**src/rtl/result_uart_tx.sv**
```systemverilog
// result_uart_tx: sends each captured classifier digit as "<ascii digit>\r\n" on an 8N1 UART line.
// Latency: start bit drives tx the cycle after the capturing edge; one message = 30*CLKS_PER_BIT cycles.
// Backpressure: none upstream; one pending slot, a newer result overwrites it and sets sticky overrun.
module result_uart_tx #(
    parameter int CLKS_PER_BIT = 8
) (
    input  logic       clk,
    input  logic       rst,
    input  logic [3:0] digit_in,
    input  logic       result_valid,
    output logic       tx,
    output logic       tx_busy,
    output logic       overrun
);

    typedef enum logic [1:0] {IDLE, START, DATA, STOP} state_t;

    localparam logic [15:0] CNT_MAX = 16'(CLKS_PER_BIT - 1);

    state_t      state_q, state_d;
    logic [15:0] clk_cnt_q, clk_cnt_d;
    logic [2:0]  bit_cnt_q, bit_cnt_d;
    logic [1:0]  byte_idx_q, byte_idx_d;
    logic [3:0]  cur_digit_q, cur_digit_d;
    logic        pend_vld_q, pend_vld_d;
    logic [3:0]  pend_digit_q, pend_digit_d;
    logic        prev_valid_q, prev_valid_d;
    logic        tx_q, tx_d;
    logic        tx_busy_q, tx_busy_d;
    logic        overrun_q, overrun_d;

    logic        capture;
    logic        last_tick;
    logic        msg_end;
    logic [7:0]  byte_d;

    // Byte idx of the message for a given digit: ASCII digit ('?' if not 0..9), CR, LF.
    function automatic logic [7:0] msg_byte(input logic [3:0] digit, input logic [1:0] idx);
        logic [7:0] b;
        case (idx)
            2'd0:    b = (digit <= 4'd9) ? (8'h30 + {4'h0, digit}) : 8'h3F;
            2'd1:    b = 8'h0D;
            default: b = 8'h0A;
        endcase
        return b;
    endfunction

    // Next-state, pending-slot and registered-output computation.
    always_comb begin
        state_d      = state_q;
        clk_cnt_d    = clk_cnt_q;
        bit_cnt_d    = bit_cnt_q;
        byte_idx_d   = byte_idx_q;
        cur_digit_d  = cur_digit_q;
        pend_vld_d   = pend_vld_q;
        pend_digit_d = pend_digit_q;
        overrun_d    = overrun_q;
        prev_valid_d = result_valid;

        // Edge-detect so a level held high for many cycles yields one capture.
        capture   = result_valid && !prev_valid_q;
        last_tick = (clk_cnt_q == CNT_MAX);
        msg_end   = (state_q == STOP) && (byte_idx_q == 2'd2) && last_tick;

        case (state_q)
            IDLE: begin
                if (capture) begin
                    state_d     = START;
                    cur_digit_d = digit_in;
                    clk_cnt_d   = '0;
                    bit_cnt_d   = '0;
                    byte_idx_d  = '0;
                end
            end
            START: begin
                if (last_tick) begin
                    state_d   = DATA;
                    clk_cnt_d = '0;
                    bit_cnt_d = '0;
                end else begin
                    clk_cnt_d = clk_cnt_q + 16'd1;
                end
            end
            DATA: begin
                if (last_tick) begin
                    clk_cnt_d = '0;
                    if (bit_cnt_q == 3'd7) begin
                        state_d = STOP;
                    end else begin
                        bit_cnt_d = bit_cnt_q + 3'd1;
                    end
                end else begin
                    clk_cnt_d = clk_cnt_q + 16'd1;
                end
            end
            STOP: begin
                if (last_tick) begin
                    clk_cnt_d = '0;
                    bit_cnt_d = '0;
                    if (byte_idx_q != 2'd2) begin
                        byte_idx_d = byte_idx_q + 2'd1;
                        state_d    = START;
                    end else begin
                        // End of message: the pending digit has priority over a same-cycle capture.
                        byte_idx_d = '0;
                        if (pend_vld_q) begin
                            state_d     = START;
                            cur_digit_d = pend_digit_q;
                            pend_vld_d  = 1'b0;
                        end else if (capture) begin
                            state_d     = START;
                            cur_digit_d = digit_in;
                        end else begin
                            state_d = IDLE;
                        end
                    end
                end else begin
                    clk_cnt_d = clk_cnt_q + 16'd1;
                end
            end
            default: state_d = IDLE;
        endcase

        // A capture during a message parks in the pending slot, unless it is being
        // launched directly at the end of a message with the slot empty. Overwriting
        // a full slot loses a result, except at message end where the slot is freed.
        if (capture && (state_q != IDLE) && !(msg_end && !pend_vld_q)) begin
            pend_vld_d   = 1'b1;
            pend_digit_d = digit_in;
            if (pend_vld_q && !msg_end) begin
                overrun_d = 1'b1;
            end
        end

        // Outputs are registered from the next state so tx/tx_busy align with state_q.
        byte_d = msg_byte(cur_digit_d, byte_idx_d);
        case (state_d)
            START:   tx_d = 1'b0;
            DATA:    tx_d = byte_d[bit_cnt_d];
            default: tx_d = 1'b1;
        endcase
        tx_busy_d = (state_d != IDLE);
    end

    // State and output registers with synchronous reset.
    always_ff @(posedge clk) begin
        if (rst) begin
            state_q      <= IDLE;
            clk_cnt_q    <= '0;
            bit_cnt_q    <= '0;
            byte_idx_q   <= '0;
            cur_digit_q  <= '0;
            pend_vld_q   <= 1'b0;
            pend_digit_q <= '0;
            prev_valid_q <= 1'b1;
            tx_q         <= 1'b1;
            tx_busy_q    <= 1'b0;
            overrun_q    <= 1'b0;
        end else begin
            state_q      <= state_d;
            clk_cnt_q    <= clk_cnt_d;
            bit_cnt_q    <= bit_cnt_d;
            byte_idx_q   <= byte_idx_d;
            cur_digit_q  <= cur_digit_d;
            pend_vld_q   <= pend_vld_d;
            pend_digit_q <= pend_digit_d;
            prev_valid_q <= prev_valid_d;
            tx_q         <= tx_d;
            tx_busy_q    <= tx_busy_d;
            overrun_q    <= overrun_d;
        end
    end

    assign tx      = tx_q;
    assign tx_busy = tx_busy_q;
    assign overrun = overrun_q;

endmodule
```
**config.mk**
```make
export PLATFORM = sky130hd
export DESIGN_NAME = result_uart_tx
export DESIGN_NICKNAME = d
export VERILOG_FILES = /design/src/rtl/result_uart_tx.sv
export SDC_FILE = /design/constraint.sdc
export NUM_CORES = 1
export LEC_CHECK = 0
export CELL_PAD_IN_SITES_DETAIL_PLACEMENT = 1
export CELL_PAD_IN_SITES_GLOBAL_PLACEMENT = 1
export CORE_MARGIN = 10
export CORE_UTILIZATION = 41
export DETAILED_ROUTE_END_ITERATION = 6
export GPL_ROUTABILITY_DRIVEN = 0
export PLACE_DENSITY = 0.85
export SYNTH_ARGS = -nofsm -noshare
export SYNTH_HDL_FRONTEND = slang
export SYNTH_SLANG_ARGS = --single-unit
export TNS_END_PERCENT = 30
```
**constraint.sdc**
```tcl
create_clock -name clk -period 2.1 [get_ports clk]
set_input_delay 0.42 -clock clk [delete_from_list [all_inputs] [get_ports clk]]
set_output_delay 0.42 -clock clk [all_outputs]
set_load 0.005 [all_outputs]
```
==> results.yml <==
outcome:
  violations_in_the_final_reports: "setup timing"
  outcome: "finished, violations left"
synth:
  netlist.area_leader.share: 0.354
  yosys_register_bits: 36
  yosysSeqAreaShare: 0.354
  synth_top_area_cell: "sky130_fd_sc_hd__dfxtp_1"
  yosys_warnings: 0
  synth_flop_cell: "sky130_fd_sc_hd__dfxtp_1"
  post_syn_area_um2: 2030
  synth_enable_flop_cells: 0
  synthCells: 247
  synth_cell_types: 50
  synth.avg_cell_area_um2: 8.24
  synth.net_count: 261
  synth-async-reset-ratio: 0
  synth.area.top_cells: "sky130_fd_sc_hd__dfxtp_1 (35%), sky130_fd_sc_hd__nor2_1 (7.4%), sky130_fd_sc_hd__a21oi_1 (4.4%)"
detailed_routing:
  wl_per_cell_um: 19.6
  highest_layer: "met4"
  wirelength_met1_um: 2960
  vias: 2170
  finalWirelength_um: 7540
  ant_nets: 0
  drt_first_iter_violations: 112
  dr.pass1.iters: 4
  routed-wl-met3_um: 270
  detail_route.drc_violations: 0
  detail_routed_via_count_per_cell: 5.65
  wl_met2_um: 4090
timing:
  setup_viol: 1
  final_period_minus_worst_setup_slack_ns: 2.34
  timing.fmax_mhz: 427
  finalWorstSetupSlack_ns: -0.241
  timing.max_slew.rel_slack: 0.706
  fin_crit_sh: 1.11
  final-hold-violation-count: 0
  worst-slew-pin-transition_ns: 0.440
  tns_ns: -0.241
  worst_clock_skew_ns: 0.00753
  finalMaxSlewViolations: 0
  grt_setup_unrepaired: "true"
  fin_hold_ws_ns: 0.522
final_layout:
  final_layout_size_suffix_gt1_frac: 0.360
  syn_to_final_growth_pct: 44.7
  final_nets: 330
  insertedDiodeCount: 0
  utilization: 0.619
  finalInstanceArea_um2: 2940
  stdcell_count: 384
global_routing:
  first_pass_grt_wire_length_um: 12000
  grt_pass1_vias: 2399
  gr-usage-all-layers: 0.178
  grt_antenna_before_repair: 0
  grt_start_max_net_pins: 15
  grt-ovfl-total: 0
placement:
  placed_cell_area_um2: 2670
  place.detailed.hpwl_um: 4840
  placement.io_buffers: 9
  dpl.cell_count: 374
setup_path:
  critical_path.reg2reg.startpoint: "state_q[1]"
  cp.arrival_ns: 2.53
  endpoint_kind: "flop"
  worst_path_class_setup: "reg2reg"
  worst-endpoint-required_ns: 2.29
  critical_path.startpoint: "state_q[1]"
  setup.worst_path.start_class: "flop"
  crit_path_max_fanout: 4
  setup.reg_to_reg.worst_slack_ns: -0.24
floorplan:
  die-height_um: 90.4
  core_area_um2: 4750
  die_w_um: 90.4
  placementRows: 25
  floorplan.die_area_um2: 8180
  floorplan.io_pins: 10
  initial_utilization: 0.428
clock_network:
  worstSkewPairLatency_ns: 0.30
  numCtsBuffers: 5
  cts_tree: "done"
  path_clk_slew_ns: 0.08
  cts.root.buffer_cell: "sky130_fd_sc_hd__clkbuf_8"
  cts-htree-levels: 2
  clkSinkCount: 36
  cts_max_path_buffers: 2
job:
  timing.max_cap.violations: 0
pwr:
  power_density_nw_per_um2: 875
  static-leakage-power_nw: 1.19
  vdd_ir_drop_max_mv: 0.443
min_path:
  hp-class: "reg2reg"
  hold_path_startpoint: "overrun"
## cell type report
cell class	instances	area, µm²
Inverter	4	15.0
Clock inverter	1	30.0
Sequential cell	36	723
Timing Repair Buffer	73	602
Multi-Input combinational cell	196	1390
Fill cell	570	1810
Clock buffer	7	96.3
Tap cell	67	83.8
## routing by layer
metal,vias to the layer above,GRT usage
met4,0,0.0610
met2,57,0.340
met5,-,0
met3,25,0.0407
met1,1072,0.185
li1,1016,-
## cells by family after synthesis
| group | count (synthesis) | share of synthesized area |
|---|---|---|
| flip-flops | 36 | 0.354 |
| AND/OR/NAND/NOR | 111 | 0.272 |
| buffers and inverters | 15 | 0.0338 |
| adder cells (fa/ha/maj) | 7 | 0.0430 |
| XOR/XNOR | 13 | 0.0560 |
| multiplexers | 9 | 0.0449 |
| AO/OA/AOI/OAI | 56 | 0.196 |
## layout by cell type (no fill, tap or decap), types with 4 or more instances in the layout
cell type / count
sky130_fd_sc_hd__nor3_1: 4
sky130_fd_sc_hd__mux2i_1: 8
sky130_fd_sc_hd__nand2_1: 20
sky130_fd_sc_hd__nand3_1: 13
sky130_fd_sc_hd__dfxtp_1: 34
sky130_fd_sc_hd__nand4_1: 4
sky130_fd_sc_hd__ha_1: 5
sky130_fd_sc_hd__buf_4: 58
sky130_fd_sc_hd__o21ai_0: 9
sky130_fd_sc_hd__clkdlybuf4s50_1: 9
sky130_fd_sc_hd__nor2_1: 39
sky130_fd_sc_hd__clkbuf_8: 7
sky130_fd_sc_hd__a21oi_1: 16
sky130_fd_sc_hd__xor2_1: 8
sky130_fd_sc_hd__buf_6: 5
sky130_fd_sc_hd__xnor2_1: 5
sky130_fd_sc_hd__o31ai_2: 4
## worst paths after layout
kind | to | depth (start not counted)
worst max register to register | tx | 10
worst min register to register | overrun | 2
worst max-delay path | tx | 10
worst min-delay path | overrun | 2
## flip-flops by register name (all words and copies together), names as in the netlist
name	cells
clk_cnt_q	16
state_q	2
prev_valid_q	1
pend_digit_q	4
pend_vld_q	1
tx	1
overrun	1
bit_cnt_q	3
cur_digit_q	4
byte_idx_q	2
tx_busy	1
## timing repair
item	in CTS	in global routing
gates cloned	0	0
pin swaps	3	3
hold buffers	0	0
resized for setup	18	14
endpoints found under the setup margin	5	13
setup buffers	1	2
## synth_stat cells, types with 2 or more instances
| library cell | n |
|---|---|
| sky130_fd_sc_hd__clkbuf_1 | 8 |
| sky130_fd_sc_hd__a22oi_1 | 2 |
| sky130_fd_sc_hd__nor2_1 | 40 |
| sky130_fd_sc_hd__o31ai_1 | 4 |
| sky130_fd_sc_hd__nand2_1 | 23 |
| sky130_fd_sc_hd__a21oi_1 | 18 |
| sky130_fd_sc_hd__o21ai_1 | 2 |
| sky130_fd_sc_hd__o21bai_1 | 2 |
| sky130_fd_sc_hd__nand2b_1 | 4 |
| sky130_fd_sc_hd__o21ai_0 | 9 |
| sky130_fd_sc_hd__nand3_1 | 14 |
| sky130_fd_sc_hd__and4_1 | 2 |
| sky130_fd_sc_hd__ha_1 | 7 |
| sky130_fd_sc_hd__inv_1 | 4 |
| sky130_fd_sc_hd__and3_1 | 2 |
| sky130_fd_sc_hd__dfxtp_1 | 36 |
| sky130_fd_sc_hd__xnor2_1 | 5 |
| sky130_fd_sc_hd__mux2i_1 | 8 |
| sky130_fd_sc_hd__nor3_1 | 6 |
| sky130_fd_sc_hd__xor2_1 | 8 |
| sky130_fd_sc_hd__nor4_1 | 2 |
| sky130_fd_sc_hd__nand4_1 | 4 |
| sky130_fd_sc_hd__nor3b_1 | 2 |
| sky130_fd_sc_hd__a31oi_1 | 4 |
| sky130_fd_sc_hd__a211oi_1 | 2 |
| sky130_fd_sc_hd__nor2b_1 | 5 |
## where the power goes
group	leakage [nW]	total [W]	switching, W	internal (W)
Sequential	0.292	0.000772	0.0000344	0.000737
Clock	0.0645	0.000697	0.000278	0.000419
Combinational	0.837	0.00111	0.000596	0.000511
Total	1.19	0.00258	0.000908	0.00167
## stage by stage
step / setup WS [ns] / power [W]
6_report: -0.241 / 0.00258
5_1_grt: -0.343 / 0.00269
4_1_cts: -0.170 / 0.00251
3_5_place_dp: -0.519 / 0.00178
3_3_place_gp: -0.399 / 0.00174
2_1_floorplan: -0.0659 / 0.00127
## critical path, cell delays in order (launching register included)
cell and delay, ns:
sky130_fd_sc_hd__dfxtp_1 0.34, sky130_fd_sc_hd__inv_1 0.10, sky130_fd_sc_hd__ha_4 0.33, sky130_fd_sc_hd__inv_1 0.08, sky130_fd_sc_hd__nand2_1 0.14, sky130_fd_sc_hd__nor3_1 0.08, sky130_fd_sc_hd__a221oi_2 0.35, sky130_fd_sc_hd__nand2_1 0.15
sky130_fd_sc_hd__o41ai_2 0.44, sky130_fd_sc_hd__a211oi_2 0.08, sky130_fd_sc_hd__a2bb2oi_1 0.14
Note: power is estimated with default switching activity, not from simulation.
